## config.mk

```make
export PLATFORM = sky130hd
export DESIGN_NAME = pc_sequencer
export DESIGN_NICKNAME = d
export VERILOG_FILES = /design/src/rtl/mips_pkg.sv /design/src/rtl/pc_target_calc.sv /design/src/rtl/pc_sequencer.sv
export SDC_FILE = /design/constraint.sdc
export NUM_CORES = 1
export LEC_CHECK = 0
export ABC_AREA = 1
export CAP_MARGIN = 15
export CORE_MARGIN = 4
export CORE_UTILIZATION = 45
export CTS_BUF_LIST = sky130_fd_sc_hd__clkbuf_8 sky130_fd_sc_hd__clkbuf_16
export DETAILED_ROUTE_END_ITERATION = 6
export GPL_ROUTABILITY_DRIVEN = 0
export PLACE_DENSITY = 0.82
export SLEW_MARGIN = 25
export SYNTH_ARGS = -nofsm -noshare
export SYNTH_HDL_FRONTEND = slang
export SYNTH_SLANG_ARGS = --single-unit
```

## constraint.sdc

```tcl
create_clock -name clk -period 4.29 [get_ports clk]
set_clock_uncertainty 0.15 [all_clocks]
set_input_delay 0.6435 -clock clk [delete_from_list [all_inputs] [get_ports clk]]
set_output_delay 0.6435 -clock clk [all_outputs]
set_load 0.01 [all_outputs]
```

## src/rtl/mips_pkg.sv

```systemverilog
// -----------------------------------------------------------------------------
// mips_pkg
// Shared definitions for the MIPS program-counter logic:
//   - next-PC source encodings (PC_SEQ / PC_BR / PC_J / PC_JR)
//   - PC sequencer FSM state type
//   - default reset and exception vectors
// -----------------------------------------------------------------------------
package mips_pkg;

  // Next-PC source select encodings.
  localparam logic [1:0] PC_SEQ = 2'b00;
  localparam logic [1:0] PC_BR  = 2'b01;
  localparam logic [1:0] PC_J   = 2'b10;
  localparam logic [1:0] PC_JR  = 2'b11;

  // RUN: PC follows the selected source.
  // HOLD: a redirect arrived during a stall and is parked in pend_pc.
  typedef enum logic {
    ST_RUN  = 1'b0,
    ST_HOLD = 1'b1
  } pc_state_e;

  localparam logic [31:0] DEFAULT_RESET_VECTOR = 32'h0000_0000;
  localparam logic [31:0] DEFAULT_EXC_VECTOR   = 32'h0000_0080;

endpackage

```

## src/rtl/pc_target_calc.sv

```systemverilog
// -----------------------------------------------------------------------------
// pc_target_calc
// Purely combinational next-PC former.
//
// Ports:
//   pc           in   ADDR_W  current PC
//   sel          in   2       next-PC source (PC_SEQ/PC_BR/PC_J/PC_JR)
//   branch_taken in   1       branch condition, used only when sel=PC_BR
//   imm          in   IMM_W   branch offset in words
//   jump_index   in   JIDX_W  jump instruction index field
//   jr_target    in   ADDR_W  register value for jump-register
//   pc_plus4     out  ADDR_W  pc + 4
//   next_pc      out  ADDR_W  selected next PC
//   redirect     out  1       selected source is not the sequential PC
//   misalign     out  1       jump-register replaced by EXC_VECTOR
//
// Optional feature macro: MISALIGN_TRAP_EN. When defined, a jump-register to a
// target with non-zero low bits is replaced by EXC_VECTOR and flagged on
// misalign. When undefined, misalign is constant 0 and jr_target is verbatim.
// -----------------------------------------------------------------------------
module pc_target_calc
  import mips_pkg::*;
#(
  parameter int                ADDR_W     = 32,
  parameter int                JIDX_W     = 26,
  parameter int                IMM_W      = 16,
  parameter logic [ADDR_W-1:0] EXC_VECTOR = ADDR_W'(DEFAULT_EXC_VECTOR)
) (
  input  logic [ADDR_W-1:0] pc,
  input  logic [1:0]        sel,
  input  logic              branch_taken,
  input  logic [IMM_W-1:0]  imm,
  input  logic [JIDX_W-1:0] jump_index,
  input  logic [ADDR_W-1:0] jr_target,
  output logic [ADDR_W-1:0] pc_plus4,
  output logic [ADDR_W-1:0] next_pc,
  output logic              redirect,
  output logic              misalign
);

  logic [ADDR_W-1:0] imm_sext;
  logic [ADDR_W-1:0] br_target;
  logic [ADDR_W-1:0] j_target;

  // All additions wrap modulo 2^ADDR_W.
  assign pc_plus4  = pc + ADDR_W'(4);
  assign imm_sext  = {{(ADDR_W-IMM_W){imm[IMM_W-1]}}, imm};
  assign br_target = pc_plus4 + {imm_sext[ADDR_W-3:0], 2'b00};
  // Region bits come from pc_plus4, not pc, so a jump in the delay-slot
  // position at the end of a 256 MB region lands in the next region.
  assign j_target  = {pc_plus4[ADDR_W-1:JIDX_W+2], jump_index, 2'b00};

`ifdef MISALIGN_TRAP_EN
  assign misalign = (sel == PC_JR) && (jr_target[1:0] != 2'b00);
`else
  assign misalign = 1'b0;
`endif

  always_comb begin
    // NOTE: every output gets a default before the case so no path leaves it
    // unassigned; an unassigned path in always_comb would infer a latch.
    next_pc  = pc_plus4;
    redirect = 1'b0;
    case (sel)
      PC_BR: begin
        // A not-taken branch is just the sequential PC, not a redirect.
        if (branch_taken) begin
          next_pc  = br_target;
          redirect = 1'b1;
        end
      end
      PC_J: begin
        next_pc  = j_target;
        redirect = 1'b1;
      end
      PC_JR: begin
        next_pc  = misalign ? EXC_VECTOR : jr_target;
        redirect = 1'b1;
      end
      default: ;
    endcase
  end

endmodule

```

## src/rtl/pc_sequencer.sv

```systemverilog
// -----------------------------------------------------------------------------
// pc_sequencer
// Program-counter unit for the MIPS datapath: holds the PC register, the
// RUN/HOLD stall FSM and the pending-redirect register. Target arithmetic
// lives in pc_target_calc.
//
// Ports:
//   clk              in   1       clock, rising edge
//   reset            in   1       synchronous active-high reset
//   stall            in   1       hold the PC
//   sel              in   2       next-PC source (00 seq,01 br,10 j,11 jr)
//   branch_taken     in   1       branch condition, meaningful when sel=01
//   imm              in   IMM_W   branch offset in words
//   jump_index       in   JIDX_W  jump instruction index field
//   jr_target        in   ADDR_W  register value for jump-register
//   pc               out  ADDR_W  current PC
//   pc_plus4         out  ADDR_W  pc + 4 (combinational)
//   redirect_pending out  1       a redirect is parked waiting for the stall
//   trap             out  1       one-cycle misaligned jump-register pulse
//
// Optional feature macro: MISALIGN_TRAP_EN. When undefined the trap source
// is constant 0, so trap is held at 0 and its registers reduce to constants.
// -----------------------------------------------------------------------------
module pc_sequencer
  import mips_pkg::*;
#(
  parameter int                ADDR_W       = 32,
  parameter int                JIDX_W       = 26,
  parameter int                IMM_W        = 16,
  parameter logic [ADDR_W-1:0] RESET_VECTOR = ADDR_W'(DEFAULT_RESET_VECTOR),
  parameter logic [ADDR_W-1:0] EXC_VECTOR   = ADDR_W'(DEFAULT_EXC_VECTOR)
) (
  input  logic              clk,
  input  logic              reset,
  input  logic              stall,
  input  logic [1:0]        sel,
  input  logic              branch_taken,
  input  logic [IMM_W-1:0]  imm,
  input  logic [JIDX_W-1:0] jump_index,
  input  logic [ADDR_W-1:0] jr_target,
  output logic [ADDR_W-1:0] pc,
  output logic [ADDR_W-1:0] pc_plus4,
  output logic              redirect_pending,
  output logic              trap
);

  pc_state_e         state_q, state_d;
  logic [ADDR_W-1:0] pc_q, pc_d;
  logic [ADDR_W-1:0] pend_pc_q, pend_pc_d;
  logic              pend_trap_q, pend_trap_d;
  logic              trap_q, trap_d;

  logic [ADDR_W-1:0] next_pc;
  logic              redirect;
  logic              misalign;

  pc_target_calc #(
    .ADDR_W     (ADDR_W),
    .JIDX_W     (JIDX_W),
    .IMM_W      (IMM_W),
    .EXC_VECTOR (EXC_VECTOR)
  ) u_calc (
    .pc           (pc_q),
    .sel          (sel),
    .branch_taken (branch_taken),
    .imm          (imm),
    .jump_index   (jump_index),
    .jr_target    (jr_target),
    .pc_plus4     (pc_plus4),
    .next_pc      (next_pc),
    .redirect     (redirect),
    .misalign     (misalign)
  );

  always_comb begin
    state_d     = state_q;
    pc_d        = pc_q;
    pend_pc_d   = pend_pc_q;
    pend_trap_d = pend_trap_q;
    trap_d      = 1'b0;
    case (state_q)
      ST_RUN: begin
        if (!stall) begin
          pc_d   = next_pc;
          trap_d = misalign;
        end else if (redirect) begin
          // Capture the fully-resolved target (including any trap
          // substitution) so later operand changes cannot alter it.
          pend_pc_d   = next_pc;
          pend_trap_d = misalign;
          state_d     = ST_HOLD;
        end
      end
      ST_HOLD: begin
        // Redirects arriving while parked are younger and are dropped;
        // sel is also ignored on the release cycle.
        if (!stall) begin
          pc_d        = pend_pc_q;
          trap_d      = pend_trap_q;
          pend_trap_d = 1'b0;
          state_d     = ST_RUN;
        end
      end
      default: state_d = ST_RUN;
    endcase
  end

  always_ff @(posedge clk) begin
    // NOTE: sequential state uses non-blocking assignments so every register
    // samples pre-edge values regardless of statement order.
    if (reset) begin
      state_q     <= ST_RUN;
      pc_q        <= RESET_VECTOR;
      pend_pc_q   <= RESET_VECTOR;
      pend_trap_q <= 1'b0;
      trap_q      <= 1'b0;
    end else begin
      state_q     <= state_d;
      pc_q        <= pc_d;
      pend_pc_q   <= pend_pc_d;
      pend_trap_q <= pend_trap_d;
      trap_q      <= trap_d;
    end
  end

  assign pc               = pc_q;
  assign redirect_pending = (state_q == ST_HOLD);
  assign trap             = trap_q;

endmodule

```

==> results_dict.tcl, run 1 <==
set metrics [dict create \
    status "finished, final reports clean" \
    end_kind "flop" \
    grt_pass1_vias 7810 \
    max-cap-violations 0 \
    reg2reg_depth 19 \
    fin_crit_ns 3.89 \
    grt_first_pass_wirelength_microns 39500 \
    cts_resized 0 \
    finalInstanceArea_sq_um 8520 \
    critPathKind "flop to flop" \
    first_iter_violations 1125 \
    port_buffers 144 \
    wl_per_cell_microns 17.2 \
    r2r_slack_ns 0.40 \
    grt_max_degree 39 \
    cts_tree "done" \
    drc_errors 0 \
    p_sw_mw 0.862 \
    syn-cell-area_sq_um 6670 \
    finalWirelength_microns 25400 \
    min_period_over_period_pct 90.6 \
    rsz0062_at_grt "false" \
    critPathRequiredTime_ns 4.37 \
    max_freq_ghz 0.257 \
    yosys_warnings 0 \
    synthArstFlopShare_pct 0 \
    synth_seq_cells 65 \
    hold_viol_final 0 \
    comb_power_share_pct 37.7 \
    overflow 0 \
    cp_max_fo 7 \
    critPathLaunchType "flop" \
    holdWs_ns 0.377 \
    synth_edf_count 0 \
    clock_path_buffers 2 \
    area_growth_pct 27.8 \
    worstHoldStart "pc[31]" \
    p_leak_nw 4.16 \
    initial_utilization_pct 45.9 \
    path_clk_slew_ns 0.05 \
    cp.arrival_ns 3.97 \
    clock_latency_ns 0.35 \
    worst_pin_slew_ns 1.06 \
    antenna_found_initial 0 \
    vias 8477 \
    fp.dieArea_sq_um 16800 \
    setup_viol 0 \
    dpl_cell_area_sq_um 8230 \
    post-cts-setup-buffers 0 \
    antenna_left 0 \
    io_pins 146 \
    diodes 0 \
    p_seq_share_pct 30.9 \
    syn_avg_cell_area_sq_um 5.72 \
    r2r_end "pend_pc_q[23]" \
    nNetsFinal 1400 \
    pwr-share-clk_pct 31.4 \
    tns_ns 0 \
    crit_end "pend_pc_q[23]" \
    ff_latch_area_sq_um 1300 \
    die_h_microns 130 \
    htree_levels 3 \
    nFillCells 1451 \
    cellPowerDensity_nw_per_um2 273 \
    hold_path.class "flop to flop" \
    startpoint "pc[10]" \
    synthTopCellsByArea "dfxtp_1 (20%), nand2_1 (15%), inv_1 (10%)" \
    r2r-start "pc[10]" \
    cts-root-buf "clkbuf_16" \
    drt-vias-per-instance 5.75 \
    yosysSeqAreaShare_pct 19.5 \
    synth_ff_type "dfxtp_1" \
    ys_top_cells_by_count "nand2_1 (263), inv_1 (179), a21oi_1 (132)" \
    grt_util_all_layers_pct 29.7 \
    yosysUniqueCellTypes 46 \
    core_sq_um 14500 \
    postSynthCellCount 1165 \
    internal_power_mw 1.46 \
    peakVddDrop_mv 0.182 \
    finalMaxSlewViolations 0 \
    synth_largest_area_cell "dfxtp_1" \
    finalPower_mw 2.33 \
    synth_top_area_share_pct 19.5 \
    cts_hold_buf 0 \
    syn_nets 1280 \
    relSlewSlack_pct 29.1 \
    switching_share_pct 37.1 \
    core.rowCount 44 \
    multi_input_area_sq_um 4480 \
    cts_buffers 9 \
    die_w_microns 130 \
    yosysMostFrequentCell "nand2_1" \
    holdPathStages 2 \
    place_hpwl_microns 19200 \
    drtPass1Iterations 6 \
    cts.sinks 65 \
    drive_gt1_share_pct 5.04 \
]
[layer usage]
layer	share of wire, %	up-vias	wire, microns	global-route usage, %
met3	12	102	3100	6.06
met1	40	3748	10100	39.9
met5	0	-	0	0
met4	5.7	0	1440	16.4
met2	42	597	10800	44.6
li1	-	4030	-	-
[state kept, by name, indices dropped and copies added (netlist names)]
register,count
pend_pc_q,32
pc,32
redirect_pending,1
[stage by stage]
stage | setup slack, ns | std cells | util [%]
after detailed placement | 0.550 | 1458 | 56.6
after floorplan | 1.11 | 1165 | -
after global placement | 0.598 | 1458 | 56.6
final | 0.405 | 1474 | 58.6
after CTS | 0.530 | 1474 | 58.6
after global routing | 0.128 | 1474 | 58.6
[power by group through the flow]
stage | sequential (mW) | clock (mW) | combinational [mW]
floorplan | 0.718 | 0 | 0.511
global placement | 0.726 | 0 | 0.844
detailed placement | 0.727 | 0 | 0.855
CTS | 0.715 | 0.729 | 0.861
global route | 0.723 | 0.766 | 0.966
finish | 0.719 | 0.730 | 0.877
[worst min-delay path by stage]
stage	slack [ns]	endpoint
2_1_floorplan	0.32	pend_pc_q[27]
3_3_place_gp	0.33	pend_pc_q[27]
5_1_grt	0.39	pend_pc_q[27]
3_5_place_dp	0.35	pend_pc_q[27]
6_report	0.38	pc[31]
4_1_cts	0.37	pend_pc_q[27]
[cell type report]
type / instances / area share [%]
Sequential cell: 65 / 15.3
Multi-Input combinational cell: 869 / 52.6
Tap cell: 184 / 2.70
Timing Repair Buffer: 155 / 17.9
Clock inverter: 6 / 0.602
Clock buffer: 10 / 2.80
Inverter: 185 / 8.15
[worst max-delay path, cell delays in order (launching register included)]
cell and delay [ns]:
dfxtp_1 0.53, nand2_1 0.09, nor2_1 0.26, nand4_1 0.13, nor2_1 0.33, xor2_1 0.23, inv_1 0.16, ha_1 0.40
nand2_1 0.11, nor2_1 0.25, nor3b_1 0.22, nand2_1 0.07, nand2_1 0.15, nand3_1 0.13, nand3_1 0.10, nand3_1 0.07
nand2_1 0.07, nand2_1 0.05, o21ai_0 0.18, inv_1 0.06
[kinds of logic (layout without fill, tap and decap cells)]
group,after synthesis,after routing,share of synthesized area [%]
simple gates,520,520,33.6
xor+xnor,20,20,2.85
other cells,1,1,0.0562
fa+ha+maj,35,35,6.68
buf+inv,231,356,13.3
flops,65,65,19.5
compound gates,293,293,23.9
[placed cells by master, fill, tap and decap left out, types with 15 or more instances in the layout]
cell type        synthesis  layout
nand2_1                263     263
inv_1                  179     182
clkdlybuf4s50_1          0     144
a21oi_1                132     132
nor2_1                 129     127
o21ai_0                109     109
nand3_1                 69      69
dfxtp_1                 65      65
ha_1                    34      34
nand4_1                 17      17
xor2_1                  15      15
Power figures use the tool's default switching activity.
==> inputs of run 2 (changes only) <==
--- a/config.mk
+++ b/config.mk
@@ -7,9 +7,11 @@
 export LEC_CHECK = 0
 export ABC_AREA = 1
 export CAP_MARGIN = 15
-export CORE_MARGIN = 4
+export CORE_ASPECT_RATIO = 0.7
+export CORE_MARGIN = 2
 export CORE_UTILIZATION = 45
 export CTS_BUF_LIST = sky130_fd_sc_hd__clkbuf_8 sky130_fd_sc_hd__clkbuf_16
+export CTS_CLUSTER_DIAMETER = 80
 export DETAILED_ROUTE_END_ITERATION = 6
 export GPL_ROUTABILITY_DRIVEN = 0
 export PLACE_DENSITY = 0.82
==> results_dict.tcl, run 2 (synthesis results as in run 1) <==
set metrics [dict create \
    path_clk_slew_ns 0.05 \
    end_kind "flop" \
    critPathKind "flop to flop" \
    p_leak_nw 4.16 \
    die_h_microns 106 \
    antenna_found_initial 0 \
    worst_pin_slew_ns 1.02 \
    drt-vias-per-instance 5.70 \
    finalMaxSlewViolations 0 \
    critPathLaunchType "flop" \
    status "finished with violations" \
    finalPower_mw 2.35 \
    grt_pass1_vias 7698 \
    core.rowCount 37 \
    initial_utilization_pct 45.7 \
    grt_max_degree 39 \
    clock_path_buffers 2 \
    cts_tree "done" \
    max_freq_ghz 0.244 \
    critPathRequiredTime_ns 4.37 \
    violations "design-rule violations" \
    overflow 0 \
    top_layer_used "met4" \
    die_w_microns 149 \
    fp.dieArea_sq_um 15800 \
    min_period_over_period_pct 95.6 \
    max-cap-violations 0 \
    relSlewSlack_pct 31.9 \
    wl_per_cell_microns 17.7 \
    grt_first_pass_wirelength_microns 40800 \
    port_buffers 144 \
    peakVddDrop_mv 0.203 \
    finalWirelength_microns 26300 \
    vias 8484 \
    cp.arrival_ns 4.18 \
    place_hpwl_microns 19600 \
    wl_met1_microns 10800 \
    cts_buffers 9 \
    critical_path_buf_inv_count 4 \
    drive_gt1_share_pct 5.41 \
    diodes 0 \
    fin_crit_ns 4.10 \
    slowest_delay_ns 0.44 \
    final_cell_mix "nand2_1 (263), inv_1 (179), clkdlybuf4s50_1 (144)" \
    nNetsFinal 1403 \
    cellPowerDensity_nw_per_um2 274 \
    cts.sinks 65 \
    io_pins 146 \
    final_common_cell "nand2_1" \
    cp_max_fo 7 \
    htree_levels 3 \
    critical_path.top_delay_family "simple AND/OR/NAND/NOR gates" \
    met2_length_microns 10700 \
    rsz0062_at_grt "false" \
    first_iter_violations 1175 \
    cts-root-buf "clkbuf_16" \
    hold_path.class "flop to flop" \
    grt_util_all_layers_pct 32.9 \
    setup_viol 0 \
    wl_met3_microns 3850 \
    crit_chain "ha_1 > nand2_1 > inv_1 > nand3_2 > nor2_2 > nand2_2 > nor2_4 > xnor2_1 > inv_1 > ha_1 > nand2_1 > nor2_1 > inv_1 > nor3_2 > nand3_1 > nand4_1 > nand3_1 > nand2_1 > nand2_1 > o21ai_0 > inv_1" \
    hold_viol_final 0 \
    tns_ns 0 \
    drtPass1Iterations 7 \
    core_sq_um 14600 \
    clock_latency_ns 0.34 \
    cpMaxStageDelayCell "dfxtp_1" \
    drc_errors 1 \
    area_growth_pct 28.5 \
    cts_hold_buf 0 \
    antenna_left 0 \
]
==> run 2: changes by cell type in the layout (fill, tap and decap cells not counted), sizes merged <==
| cell | before | now |
|---|---|---|
| buf | 11 | 14 |
| clkinv | 3 | 4 |
| clkinvlp | 0 | 2 |
| inv | 187 | 184 |
==> run 2: metrics by stage <==
step / hold WS (ns) / util [%] / area, sq um / setup slack [ns] / instances
4_1_cts: 0.359 / 58.7 / 8560 / 0.275 / 1488
6_report: 0.377 / 58.8 / 8570 / 0.189 / 1488
3_5_place_dp: 0.340 / 56.7 / 8270 / 0.276 / 1472
3_3_place_gp: 0.333 / 56.7 / 8270 / 0.176 / 1472
5_1_grt: 0.405 / 58.8 / 8570 / 0.0525 / 1488
2_1_floorplan: 0.318 / - / 6670 / 1.11 / 1165
==> run 2: layout make-up <==
class,instances,area [sq um]
fill,1395,6010
sequential,65,1300
clock buffer,10,239
clock inverter,6,58.8
inverter,185,694
multi-input combinational,869,4480
tap,195,244
timing repair buffer,158,1550
==> run 2: path summary, 6_finish.rpt <==
path | startpoint | to | slack, ns | cells past startpoint
setup / recovery | pc[2] | pend_pc_q[24] | 0.19 | 21
hold / removal | pend_pc_q[27] | pend_pc_q[27] | 0.38 | 2
setup reg to reg | pc[2] | pend_pc_q[24] | 0.19 | 21
hold reg to reg | pend_pc_q[27] | pend_pc_q[27] | 0.38 | 2
==> run 2: where the power goes <==
group	internal, mW	switching (mW)	total (mW)
combinational	0.354	0.542	0.896
clock	0.461	0.272	0.733
sequential	0.654	0.0624	0.717
total	1.47	0.876	2.35
==> run 2: routing by layer <==
metal | track usage, % | vias up
li1 | - | 4037
met1 | 46.7 | 3722
met3 | 7.40 | 78
met2 | 48.6 | 647
met4 | 11.9 | 0
met5 | 0 | -
==> run 2: repair_timing <==
action,CTS,global route
endpoints found under the hold margin,0,0
endpoints found under the setup margin,0,2
setup buffers,0,0
gates resized for setup,0,1
==> run 2: worst reg2reg max path, cell delays in order, from the launching register on <==
cell,delay (ns)
dfxtp_1,0.44
ha_1,0.21
nand2_1,0.06
inv_1,0.13
nand3_2,0.13
nor2_2,0.22
nand2_2,0.15
nor2_4,0.12
xnor2_1,0.20
inv_1,0.12
ha_1,0.38
nand2_1,0.13
nor2_1,0.18
inv_1,0.09
nor3_2,0.29
nand3_1,0.30
nand4_1,0.18
nand3_1,0.12
nand2_1,0.09
nand2_1,0.06
o21ai_0,0.16
inv_1,0.06
==> inputs of run 3 (changes only) <==
--- a/config.mk
+++ b/config.mk
@@ -13,8 +13,9 @@
 export CTS_BUF_LIST = sky130_fd_sc_hd__clkbuf_8 sky130_fd_sc_hd__clkbuf_16
 export CTS_CLUSTER_DIAMETER = 80
 export DETAILED_ROUTE_END_ITERATION = 6
+export DONT_BUFFER_PORTS = 1
 export GPL_ROUTABILITY_DRIVEN = 0
-export PLACE_DENSITY = 0.82
+export PLACE_DENSITY = 0.7
 export SLEW_MARGIN = 25
 export SYNTH_ARGS = -nofsm -noshare
 export SYNTH_HDL_FRONTEND = slang
==> results_dict.tcl, run 3 (synthesis results as in run 1) <==
set metrics [dict create \
    grt_first_pass_wirelength_microns 38800 \
    reg2reg_depth 22 \
    max_freq_ghz 0.256 \
    final_cells 1346 \
    die_h_microns 106 \
    grt_util_all_layers_pct 31.9 \
    antenna_left 0 \
    grt_max_degree 48 \
    final_common_cell "nand2_1" \
    holdPathStages 1 \
    diodes 0 \
    relSlewSlack_pct 32.3 \
    cts.sinks 65 \
    utilization_pct 49.1 \
    status "finished, final reports clean" \
    fin_crit_ns 3.90 \
    cts_buffers 9 \
    finalMaxSlewViolations 0 \
    drtPass1Iterations 6 \
    worst_pin_slew_ns 1.01 \
    cts_tree "done" \
    end_kind "flop" \
    clock_latency_ns 0.34 \
    grt_pass1_vias 7036 \
    max-cap-violations 0 \
    finalWirelength_microns 25500 \
    post-cts-setup-buffers 0 \
    die_w_microns 149 \
    r2r_slack_ns 0.39 \
    critPathKind "flop to flop" \
    core.rowCount 37 \
    initial_utilization_pct 45.7 \
    cp_max_fo 6 \
    drt-vias-per-instance 5.82 \
    clock_path_buffers 2 \
    r2r_end "pc[31]" \
    fp.dieArea_sq_um 15800 \
    rsz0062_at_grt "false" \
    area_growth_pct 7.49 \
    setup_viol 0 \
    nNetsFinal 1262 \
    hold_path.class "input port to flop" \
    placed_cells 1331 \
    peakVddDrop_mv 0.190 \
    port_buffers 0 \
    min_to "redirect_pending" \
    drive_gt1_share_pct 6.43 \
    hold_viol_final 0 \
    cp.arrival_ns 3.98 \
    cts-root-buf "clkbuf_16" \
    p_leak_nw 3.65 \
    holdWs_ns 0.238 \
    critPathRequiredTime_ns 4.37 \
    io_pins 146 \
    first_iter_violations 816 \
    overflow 0 \
    drc_errors 0 \
    final_cell_mix "nand2_1 (263), inv_1 (180), a21oi_1 (132)" \
    critPathLaunchType "flop" \
    tns_ns 0 \
    antenna_found_initial 0 \
    wl_per_cell_microns 18.9 \
    min_period_over_period_pct 91.0 \
    worstHoldStart "reset" \
    vias 7831 \
    place_hpwl_microns 19500 \
    cellPowerDensity_nw_per_um2 308 \
    htree_levels 3 \
    core_sq_um 14600 \
    path_clk_slew_ns 0.05 \
    r2r-start "pc[4]" \
]
[run 3: cell count changes in the layout (fill, tap and decap cells not counted), sizes merged]
cell           before  now
clkinv              4    3
buf                14   17
inv               184  185
bufinv              1    2
clkinvlp            2    0
clkdlybuf4s50     144    0
[run 3: how the worst max path moves through the flow]
stage / startpoint / to / slack (ns) / depth (start not counted)
finish: pc[4] / pc[31] / 0.39 / 22
floorplan: pc[2] / pend_pc_q[27] / 1.11 / 22
global route: pc[11] / pend_pc_q[23] / 0.03 / 19
CTS: pc[3] / pend_pc_q[24] / 0.32 / 21
global placement: pc[3] / pend_pc_q[24] / 0.31 / 21
detailed placement: pc[3] / pend_pc_q[24] / 0.33 / 21
[run 3: where the power goes]
| part | switching, mW | internal (mW) |
|---|---|---|
| logic | 0.484 | 0.221 |
| registers | 0.0640 | 0.655 |
| clock network | 0.268 | 0.516 |
| total | 0.817 | 1.39 |
[run 3: timing repair]
item	CTS	global route
resized for setup	0	3
hold buffers	0	0
setup endpoints to repair	0	4
[run 3: critical path: stages, from the launching register on]
cell     delay [ns]
dfxtp_1        0.49
nand3_2        0.20
nor2_4         0.18
nand2_1        0.12
nor2_2         0.16
nand2_1        0.10
nor2_1         0.18
xor2_1         0.25
inv_1          0.19
ha_1           0.40
nand2_1        0.13
nor2_1         0.26
nand2_1        0.15
nand3_1        0.15
nand2_1        0.10
nand2_1        0.07
a21oi_1        0.04
nand2_1        0.06
nand3_1        0.06
nand2_1        0.11
nand4_1        0.09
nand2_1        0.09
nand2_1        0.05
[run 3: area by class of cell]
| class | instances | area [sq um] |
|---|---|---|
| Clock buffer | 10 | 239 |
| Clock inverter | 5 | 72.6 |
| Fill cell | 1526 | 7420 |
| Inverter | 185 | 694 |
| Multi-Input combinational cell | 869 | 4480 |
| Sequential cell | 65 | 1310 |
| Tap cell | 195 | 244 |
| Timing Repair Buffer | 17 | 128 |
[run 3: metal layers]
layer	part of all wire, %	wire [microns]	global-route usage [%]	vias up
met4	2.6	655	8.98	0
li1	-	-	-	3753
met1	42	10600	44.2	3519
met2	41	10300	46.0	504
met3	15	3900	11.7	55
met5	0	0	0	-
[run 3: metrics by stage]
| stage | area (sq um) | power (mW) | setup WS, ns |
|---|---|---|---|
| floorplan | 6670 | 1.23 | 1.11 |
| global placement | 6850 | 1.40 | 0.313 |
| detailed placement | 6850 | 1.41 | 0.332 |
| CTS | 7160 | 2.19 | 0.320 |
| global route | 7170 | 2.33 | 0.0329 |
| finish | 7170 | 2.21 | 0.388 |
